File: config.mk
export PLATFORM = sky130hd
export DESIGN_NAME = sc_rtl_lockstep_cmp
export DESIGN_NICKNAME = d
export VERILOG_FILES = /design/src/rtl/sc_rtl_cmp_pkg.sv /design/src/rtl/sc_rtl_lockstep_cmp_skew_fifo.sv /design/src/rtl/sc_rtl_lockstep_cmp.sv
export SDC_FILE = /design/constraint.sdc
export NUM_CORES = 1
export LEC_CHECK = 0
export ABC_AREA = 1
export ABC_CLOCK_PERIOD_IN_PS = 3690
export BUFFER_PORTS_ARGS = -buffer_cell sky130_fd_sc_hd__buf_2
export CAP_MARGIN = 20
export CORE_UTILIZATION = 30
export DETAILED_ROUTE_END_ITERATION = 6
export PLACE_DENSITY_LB_ADDON = 0.15
export SLEW_MARGIN = 10
export SYNTH_ARGS = -nofsm -noshare
export SYNTH_HDL_FRONTEND = slang
export SYNTH_SLANG_ARGS = --single-unit
File: constraint.sdc
create_clock -name clk -period 3.69 [get_ports clk]
set_clock_uncertainty 0.1 [all_clocks]
set_input_delay 0.5535 -clock clk [delete_from_list [all_inputs] [get_ports clk]]
set_output_delay 0.5535 -clock clk [all_outputs]
set_load 0.05 [all_outputs]
File: src/rtl/sc_rtl_cmp_pkg.sv
// Shared types and default sizes for the SystemC-vs-RTL lockstep comparator.
package sc_rtl_cmp_pkg;

    localparam int DATA_WIDTH = 8;
    localparam int DEPTH      = 8;

    // One response sample as produced by either DUT: {bool_o, data_o}.
    typedef struct packed {
        logic                  bool_f;
        logic [DATA_WIDTH-1:0] data;
    } sample_t;

    typedef enum logic [1:0] {
        ST_IDLE = 2'd0,
        ST_PASS = 2'd1,
        ST_FAIL = 2'd2
    } cmp_state_t;

endpackage

File: src/rtl/sc_rtl_lockstep_cmp_skew_fifo.sv
// Skew-absorbing sample FIFO. Pointers carry one extra wrap bit so full and
// empty are told apart without a separate occupancy register.
module skew_fifo
    import sc_rtl_cmp_pkg::*;
#(
    parameter int DEPTH = sc_rtl_cmp_pkg::DEPTH
) (
    input  logic                     clk,
    input  logic                     rstn,
    input  logic                     clear_i,
    input  logic                     push_i,
    input  sample_t                  data_i,
    input  logic                     pop_i,
    output sample_t                  data_o,
    output logic                     full_o,
    output logic                     empty_o,
    output logic                     drop_o,
    output logic [$clog2(DEPTH):0]   count_o
);

    localparam int AW = $clog2(DEPTH);
    typedef logic [AW:0] ptr_t;

    ptr_t    wr_ptr_q, wr_ptr_d;
    ptr_t    rd_ptr_q, rd_ptr_d;
    sample_t mem_q [DEPTH];
    logic    do_pop;
    logic    do_push;

    assign empty_o = (wr_ptr_q == rd_ptr_q);
    assign full_o  = (wr_ptr_q[AW] != rd_ptr_q[AW]) &&
                     (wr_ptr_q[AW-1:0] == rd_ptr_q[AW-1:0]);
    assign count_o = wr_ptr_q - rd_ptr_q;
    assign data_o  = mem_q[rd_ptr_q[AW-1:0]];

    // A pop in the same edge frees the slot, so a push into a full FIFO is still accepted.
    assign do_pop  = pop_i && !empty_o && !clear_i;
    assign do_push = push_i && (!full_o || do_pop) && !clear_i;
    assign drop_o  = push_i && full_o && !do_pop && !clear_i;

    // Next read/write pointers; a clear rewinds both and beats any push or pop.
    always_comb begin
        wr_ptr_d = wr_ptr_q;
        rd_ptr_d = rd_ptr_q;
        if (clear_i) begin
            wr_ptr_d = '0;
            rd_ptr_d = '0;
        end else begin
            if (do_push) wr_ptr_d = wr_ptr_q + ptr_t'(1);
            if (do_pop)  rd_ptr_d = rd_ptr_q + ptr_t'(1);
        end
    end

    // Pointer registers.
    always_ff @(posedge clk or negedge rstn) begin
        if (!rstn) begin
            wr_ptr_q <= '0;
            rd_ptr_q <= '0;
        end else begin
            wr_ptr_q <= wr_ptr_d;
            rd_ptr_q <= rd_ptr_d;
        end
    end

    // Sample storage write port.
    // NOTE: storage is deliberately not reset; the pointers alone define which entries are valid.
    always_ff @(posedge clk) begin
        if (do_push) mem_q[wr_ptr_q[AW-1:0]] <= data_i;
    end

endmodule

File: src/rtl/sc_rtl_lockstep_cmp.sv
// Response-side checker: buffers side A (SystemC) and side B (RTL) streams,
// compares them pairwise in arrival order, and keeps counters, status and
// the first mismatching pair.
module sc_rtl_lockstep_cmp
    import sc_rtl_cmp_pkg::*;
#(
    parameter int DEPTH     = sc_rtl_cmp_pkg::DEPTH,
    parameter int CNT_WIDTH = 16
) (
    input  logic                  clk,
    input  logic                  rstn,
    input  logic                  clear_i,
    input  logic                  a_valid_i,
    input  logic                  a_bool_i,
    input  logic [DATA_WIDTH-1:0] a_data_i,
    input  logic                  b_valid_i,
    input  logic                  b_bool_i,
    input  logic [DATA_WIDTH-1:0] b_data_i,
    output logic                  cmp_valid_o,
    output logic                  mismatch_o,
    output logic [1:0]            status_o,
    output logic                  overflow_o,
    output logic [CNT_WIDTH-1:0]  match_cnt_o,
    output logic [CNT_WIDTH-1:0]  mismatch_cnt_o,
    output logic [DATA_WIDTH:0]   first_bad_a_o,
    output logic [DATA_WIDTH:0]   first_bad_b_o
);

    sample_t    a_head, b_head;
    logic       a_empty, b_empty, a_full, b_full, a_drop, b_drop;
    logic       pop, differs, ovf_evt, cap_load;
    cmp_state_t state_q, state_d;
    logic       cmp_valid_q, cmp_valid_d, mismatch_q, mismatch_d, overflow_q, overflow_d;
    logic [CNT_WIDTH-1:0] match_cnt_q, match_cnt_d, mismatch_cnt_q, mismatch_cnt_d;
    sample_t    first_a_q, first_a_d, first_b_q, first_b_d;
    logic [$clog2(DEPTH):0] a_count, b_count;

    skew_fifo #(.DEPTH(DEPTH)) u_fifo_a (
        .clk(clk), .rstn(rstn), .clear_i(clear_i),
        .push_i(a_valid_i), .data_i(sample_t'({a_bool_i, a_data_i})), .pop_i(pop),
        .data_o(a_head), .full_o(a_full), .empty_o(a_empty), .drop_o(a_drop), .count_o(a_count)
    );

    skew_fifo #(.DEPTH(DEPTH)) u_fifo_b (
        .clk(clk), .rstn(rstn), .clear_i(clear_i),
        .push_i(b_valid_i), .data_i(sample_t'({b_bool_i, b_data_i})), .pop_i(pop),
        .data_o(b_head), .full_o(b_full), .empty_o(b_empty), .drop_o(b_drop), .count_o(b_count)
    );

    assign pop     = !a_empty && !b_empty;
    assign differs = (a_head != b_head);
    assign ovf_evt = a_drop || b_drop;

    // Status FSM: first match gives PASS, first mismatch or dropped sample gives FAIL (held).
    always_comb begin
        state_d  = state_q;
        cap_load = 1'b0;
        case (state_q)
            ST_IDLE, ST_PASS: begin
                if (pop && differs) begin
                    state_d  = ST_FAIL;
                    cap_load = 1'b1;
                end else if (ovf_evt) begin
                    state_d  = ST_FAIL;
                end else if (pop && (state_q == ST_IDLE)) begin
                    state_d  = ST_PASS;
                end
            end
            ST_FAIL: state_d = ST_FAIL;
            default: state_d = ST_IDLE;
        endcase
    end

    // Compare result, saturating counters, sticky overflow and first-mismatch capture.
    always_comb begin
        cmp_valid_d    = pop;
        mismatch_d     = pop && differs;
        overflow_d     = overflow_q || ovf_evt;
        match_cnt_d    = match_cnt_q;
        mismatch_cnt_d = mismatch_cnt_q;
        first_a_d      = first_a_q;
        first_b_d      = first_b_q;
        if (pop && !differs && (match_cnt_q != '1))
            match_cnt_d = match_cnt_q + CNT_WIDTH'(1);
        if (pop && differs && (mismatch_cnt_q != '1))
            mismatch_cnt_d = mismatch_cnt_q + CNT_WIDTH'(1);
        if (cap_load) begin
            first_a_d = a_head;
            first_b_d = b_head;
        end
    end

    // Result/status registers; clear_i acts as a synchronous reset.
    always_ff @(posedge clk or negedge rstn) begin
        if (!rstn) begin
            state_q        <= ST_IDLE;
            cmp_valid_q    <= 1'b0;
            mismatch_q     <= 1'b0;
            overflow_q     <= 1'b0;
            match_cnt_q    <= '0;
            mismatch_cnt_q <= '0;
            first_a_q      <= '0;
            first_b_q      <= '0;
        end else if (clear_i) begin
            state_q        <= ST_IDLE;
            cmp_valid_q    <= 1'b0;
            mismatch_q     <= 1'b0;
            overflow_q     <= 1'b0;
            match_cnt_q    <= '0;
            mismatch_cnt_q <= '0;
            first_a_q      <= '0;
            first_b_q      <= '0;
        end else begin
            state_q        <= state_d;
            cmp_valid_q    <= cmp_valid_d;
            mismatch_q     <= mismatch_d;
            overflow_q     <= overflow_d;
            match_cnt_q    <= match_cnt_d;
            mismatch_cnt_q <= mismatch_cnt_d;
            first_a_q      <= first_a_d;
            first_b_q      <= first_b_d;
        end
    end

    assign cmp_valid_o    = cmp_valid_q;
    assign mismatch_o     = mismatch_q;
    assign status_o       = state_q;
    assign overflow_o     = overflow_q;
    assign match_cnt_o    = match_cnt_q;
    assign mismatch_cnt_o = mismatch_cnt_q;
    assign first_bad_a_o  = first_a_q;
    assign first_bad_b_o  = first_b_q;

endmodule

* After elaboration in Yosys (flattened, before gate mapping)
Memory sizes are Yosys's and may differ from the RTL's.
Cells that the tools add are included.
** Word-level totals
- Bits in registers :: 71
- Bits in writable memories :: 144
- Input bits :: 23
- Output and inout bits :: 55
- Word-level logic and storage cells :: 107
- Memories kept :: 2
** Cells by class
- $add $sub $neg :: 6
- Equality and inequality tests :: 12
- Multiplexer cells :: 30
- Reduce and logical (&&, ||, !) cells :: 43
** Memories
- u_fifo_a.mem_q :: words 8, bits a word 9, rd ports 1, clocked after memory_dff 0, write ports 1, line sc_rtl_lockstep_cmp_skew_fifo.sv:26 : sample_t mem_q [DEPTH];
- u_fifo_b.mem_q :: words 8, bits a word 9, rd ports 1, clocked after memory_dff 0, write ports 1, line sc_rtl_lockstep_cmp_skew_fifo.sv:26
** Operator list (count)
- $mux 16 :: 4
- $mux 9 :: 4
- $add 16x1->16 const B :: 2
- $mux 4 :: 8
- $ne 16x16->1 const B :: 2
- $logic_and 1x1->1 :: 22
- $add 4x1->4 const B :: 4
- $reduce_bool 2->1 :: 7
- $mux 1 :: 9
- $ne 9x9->1 :: 1
- $eq 4x4->1 :: 2
- $logic_not 1->1 :: 8
- $mux 2 :: 4
- $eq 3x3->1 :: 2
- $ne 5x5->1 const B :: 1
- $logic_or 1x1->1 :: 4
- $pmux 2 s2 :: 1
- $eq 2x1->1 const B :: 1
- $eq 2x2->1 const B :: 1
- $logic_not 2->1 :: 1
- $ne 1x1->1 :: 2
- $reduce_or 2->1 :: 1

* Longest topological paths before layout
- Word-level depth :: 13
- Depth in mapped cells :: 19
- Gate-level depth less buffers :: 17

* By module
A second synthesis with hierarchy kept.
** Unflattened totals
- Cells, all modules :: 1034
- Area, all modules :: 10267.3 um^2
** Modules (own cells, without submodules)
- skew_fifo :: times used 2, cells an instance 300, area each 3483.3 um^2, seq. area each 2362.3 um^2
- sc_rtl_lockstep_cmp :: times used 1, cells an instance 434, area each 3300.7 um^2, seq. area each 1376.3 um^2

* Worst setup path before layout
Ideal clock, no wire load.
- Kind :: register -> register
- Start :: reg u_fifo_b.rd_ptr_q[0]
- End :: mem u_fifo_b.mem_q[1][0] (netlist bit), enable pin
- Library setup time :: 0.387 ns
- Data arrival time :: 2.383 ns
- Required time :: 3.203 ns
- Setup slack :: 0.820 ns
- Stages on the path, launching flop included :: 16
- Buffers on the path :: 2
- Clock period less this slack :: 2.870 ns
- Cell sequence :: dfrtp_1 > inv_2 > buf_4 > buf_2 > nand2_1 > nand4_1 > nor2_1 > nand2_1 > nand2_2 > inv_2 > nand2_1 > nand2_1 > nand2_1 > nor2_1 > inv_1 > nor3_1
** Between the ends
- Word-level cells in the longest chain between the ends :: 10
- Elaborated cells between the ends (all ways) :: 13
- Those cells by class :: eq/ne (2); mux (2); reduce/logical (9)
** Ends and longest elaborated chain
- from (decl) :: line sc_rtl_lockstep_cmp_skew_fifo.sv:25 : ptr_t rd_ptr_q, rd_ptr_d;
- from (signal assigned) :: line sc_rtl_lockstep_cmp_skew_fifo.sv:61 : rd_ptr_q <= rd_ptr_d;
- $eq 4x4->1 :: line sc_rtl_lockstep_cmp_skew_fifo.sv:30 : assign empty_o = (wr_ptr_q == rd_ptr_q);
- $logic_not 1->1 :: line sc_rtl_lockstep_cmp_skew_fifo.sv:37, sc_rtl_lockstep_cmp.sv:50
- $logic_and 1x1->1 :: line sc_rtl_lockstep_cmp.sv:50 : assign pop = !a_empty && !b_empty;
- $logic_and 1x1->1 (2 in a row) :: line sc_rtl_lockstep_cmp_skew_fifo.sv:37 : assign do_pop = pop_i && !empty_o && !clear_i;
- $logic_or 1x1->1 * :: line sc_rtl_lockstep_cmp_skew_fifo.sv:38 : assign do_push = push_i && (!full_o || do_pop) && !clear_i;
- $logic_and 1x1->1 * (2 in a row) :: line sc_rtl_lockstep_cmp_skew_fifo.sv:38
- $mux 1 * :: line sc_rtl_lockstep_cmp_skew_fifo.sv:68 : if (do_push) mem_q[wr_ptr_q[AW-1:0]] <= data_i;
- $mux 1 (implied by the code) * :: line sc_rtl_lockstep_cmp_skew_fifo.sv:68
- to (decl) :: line sc_rtl_lockstep_cmp_skew_fifo.sv:26
Every way passes the cells marked *; elsewhere a longest branch is shown, timed or not.

* Worst setup path after layout
- Start :: reg u_fifo_b.rd_ptr_q[0]
- End :: reg first_b_q, in the netlist first_bad_b_o[4]
** Between the ends
- Word-level cells in the longest chain between the ends :: 7
- Elaborated cells between the ends (all ways) :: 11
- Those cells by class :: eq/ne (2); mux (4); reduce/logical (4); memory (1)
** Ends and longest elaborated chain
- parallel branches: the longest is 7 deep, another holds $mem_v2 8x9
- to (signal assigned) :: line sc_rtl_lockstep_cmp.sv:121 : first_b_q <= first_b_d;
- to (decl) :: line sc_rtl_lockstep_cmp.sv:35 : sample_t first_a_q, first_a_d, first_b_q, first_b_d;
Parallel ways; which one is timed is not known. The select of a mux whose other input is x is not followed.
A chain may end at the register's enable or synchronous reset.

==> results_dict.tcl <==
set metrics [dict create \
    final_common_cell "nand2_1" \
    grt_util_met2_pct 27.1 \
    cp.required_ns 3.99 \
    power_density_mw_per_mm2 534 \
    power_switching_mw 2.12 \
    synth.distinct_cells 32 \
    io_pins 78 \
    hp-class "in -> async" \
    port_buffers 77 \
    clock_sinks 215 \
    drcViolationCount 0 \
    drt_pass1_iterations 5 \
    vias_per_cell 4.58 \
    cp_num_cells 14 \
    wl_per_cell_um 16.3 \
    cts_buffers 25 \
    hold-worst-slack_ns 0.0807 \
    initial_utilization_pct 30.5 \
    yosysWarnings 0 \
    final_cell_mix "424 x nand2_1, 160 x nand3_1, 147 x inv_1" \
    critPathBufInv 1 \
    p_seq_share_pct 42.0 \
    p_sw_share_pct 32.3 \
    cp_top_family "simple AND/OR/NAND/NOR gates" \
    crit_arrival_ns 3.38 \
    reg2regPathDepth 14 \
    worstMarginPinSlew_ns 0.957 \
    clk_latency_ns 0.52 \
    drv_cap 0 \
    critical_path.most_common_cell "nand2_1" \
    p_total_mw 6.58 \
    period_share_pct 83.6 \
    p_int_mw 4.46 \
    drive_gt1_share_pct 12.6 \
    met3_usage_pct 2.05 \
    nets 1343 \
    max_freq_ghz 0.324 \
    die_w_um 190 \
    clockBufferDepth 3 \
    synth-seq-cells 215 \
    r2r_start "u_fifo_b.rd_ptr_q[0]" \
    antenna_found_initial 0 \
    die_area_mm2 0.0360 \
    peakVddDrop_uv 282 \
    slew-limit-headroom_pct 36.2 \
    critPathLaunchType "register" \
    synth_cells 1222 \
    critPathLaunch "u_fifo_b.rd_ptr_q[0]" \
    totalWireLength_um 29100 \
    status "complete, no violations" \
    ctsResizeCount 0 \
    busiest_layer "met2" \
    setup_viol 0 \
    grt_max_degree 74 \
    final_antenna_net_count 0 \
    syn_nets 1251 \
    power_frac_clock_pct 36.4 \
    critical_path_class "reg -> reg" \
    cts_setup_buffers 0 \
    grt_pass1_vias 7891 \
    dp_hpwl_um 19600 \
    grt_use_met1_pct 22.9 \
    cp_slowest_cell "dfrtp_1" \
    die_h_um 190 \
    drtIter0Drc 545 \
    hold_violations 0 \
    core_area_mm2 0.0346 \
    overflow 0 \
    dp.cells 1742 \
    root_buffer "clkbuf_16" \
    syn_area_per_cell_um2 8.65 \
    fin_setup_tns_ns 0 \
    cts_max_level 1 \
    grt_setup_unrepaired "no" \
    pwr-share-comb_pct 21.6 \
    ys_seq_area_share_pct 57.7 \
    grt_pass1_wl_um 46000 \
    antenna_cells 0 \
    slowest_delay_ns 0.41 \
    cts.clk_slew.worst_paths_ns 0.06 \
    cts_hold_buf 0 \
    crit_fanout 37 \
    row_count 68 \
    cellLeakagePower_nw 5.69 \
    slew_violations 0 \
    syn_to_final_growth_pct 16.6 \
    finalNonFillerCells 1786 \
    synth_area_mm2 0.0106 \
    fin_crit_ns 3.08 \
    end_kind "register" \
    vias 8177 \
    grt_usage_pct 16.4 \
    cts_tree "yes" \
    path_cells "buf_4, nand2_1, nand3_1, nand2_1, o21ai_0, nand2_1, nand2_1, nand2_1, nor2_2, nand3_4, nand2_4, nand2_2, nand3_1, nand2_1" \
    place_congestion 0.804 \
]
final timing paths:
kind	slack (ns)	endpoint
max in group asynchronous	2.79	mismatch_cnt_o[10]
worst min register to register	0.41	overflow_o
worst max register to register	0.61	first_bad_b_o[4]
worst min-delay path	0.08	match_cnt_o[9]
min in group clk	0.22	u_fifo_a.mem_q[4][2]
worst max-delay path	0.61	first_bad_b_o[4]
cells in the mapped netlist:
| master | number | area share (%) |
|---|---|---|
| nand2_4 | 2 | 0.21 |
| nand4_1 | 9 | 0.53 |
| clkbuf_1 | 14 | 0.50 |
| nand3_4 | 2 | 0.33 |
| nor3b_1 | 3 | 0.21 |
| clkinv_1 | 1 | 0.035 |
| inv_1 | 148 | 5.3 |
| nand2_1 | 424 | 15 |
| a211oi_1 | 1 | 0.071 |
| a21oi_1 | 17 | 0.80 |
| nor4_1 | 2 | 0.12 |
| nor3_1 | 22 | 1.0 |
| nand3_1 | 160 | 7.6 |
| buf_1 | 5 | 0.18 |
| inv_2 | 5 | 0.18 |
| buf_2 | 16 | 0.76 |
| xor2_1 | 24 | 2.0 |
| o21a_1 | 2 | 0.14 |
| buf_4 | 8 | 0.57 |
| ha_1 | 6 | 0.71 |
| edfxtp_1 | 144 | 41 |
| buf_6 | 5 | 0.53 |
| nand2_2 | 3 | 0.18 |
| o21ai_0 | 19 | 0.90 |
| xnor2_1 | 3 | 0.25 |
| a21oi_2 | 1 | 0.083 |
| dfrtp_1 | 71 | 17 |
| nand4_2 | 1 | 0.12 |
| nor2_1 | 88 | 3.1 |
| a41oi_1 | 1 | 0.083 |
| o21ai_1 | 11 | 0.52 |
| nor2_2 | 4 | 0.24 |
worst register-to-register path, delay by kind of cell (launching register included):
kind | cells | cell delay, ns
buffers and inverters | 1 | 0.41
and+or+nand+nor | 12 | 1.72
DFF | 1 | 0.41
AOI/OAI and AO/OA | 1 | 0.34
layer usage:
layer  share of wire [%]  vias up
li1                    -     4109
met1                  47     3841
met2                  46      197
met3                 4.8       30
met4                 1.7        0
met5                   0        -
cell type report:
| type | count | area [µm²] |
|---|---|---|
| Fill cell | 3568 | 22300 |
| Sequential cell | 215 | 6100 |
| Multi-Input combinational cell | 805 | 3620 |
| Clock buffer | 33 | 718 |
| Timing Repair Buffer | 113 | 658 |
| Inverter | 154 | 578 |
| Tap cell | 455 | 569 |
| Clock inverter | 11 | 78.8 |
stage by stage:
stage          cell area (µm²)  utilization (%)  setup slack [ns]
3_3_place_gp             11500             33.3             0.602
5_1_grt                  12300             35.6             0.321
3_5_place_dp             11500             33.3             0.616
6_report                 12300             35.6             0.606
4_1_cts                  12300             35.6             0.597
2_1_floorplan            10600                -             0.820
logic make-up after synthesis:
| kind of cell | count (synthesis) | share of synthesized area (%) |
|---|---|---|
| AO/OA/AOI/OAI | 52 | 2.60 |
| XOR/XNOR | 27 | 2.24 |
| adder cells (fa/ha/maj) | 6 | 0.710 |
| buffers and inverters | 202 | 8.00 |
| flip-flops | 215 | 57.7 |
| AND/OR/NAND/NOR | 720 | 28.7 |
sequential cells by signal, indices dropped and copies added, names as in the netlist:
register	flops
u_fifo_a.mem_q	72
u_fifo_b.mem_q	72
match_cnt_o	16
mismatch_cnt_o	16
first_bad_a_o	9
first_bad_b_o	9
u_fifo_a.rd_ptr_q	4
u_fifo_a.wr_ptr_q	4
u_fifo_b.rd_ptr_q	4
u_fifo_b.wr_ptr_q	4
status_o	2
cmp_valid_o	1
mismatch_o	1
overflow_o	1
power groups by stage:
stage / registers, mW / clock network, mW / logic [mW]
CTS: 2.76 / 2.46 / 1.44
detailed placement: 2.81 / 0 / 1.43
finish: 2.76 / 2.40 / 1.42
floorplan: 3.02 / 0 / 0.789
global placement: 2.81 / 0 / 1.44
global route: 2.77 / 2.56 / 1.58
Power figures use the tool's default switching activity.
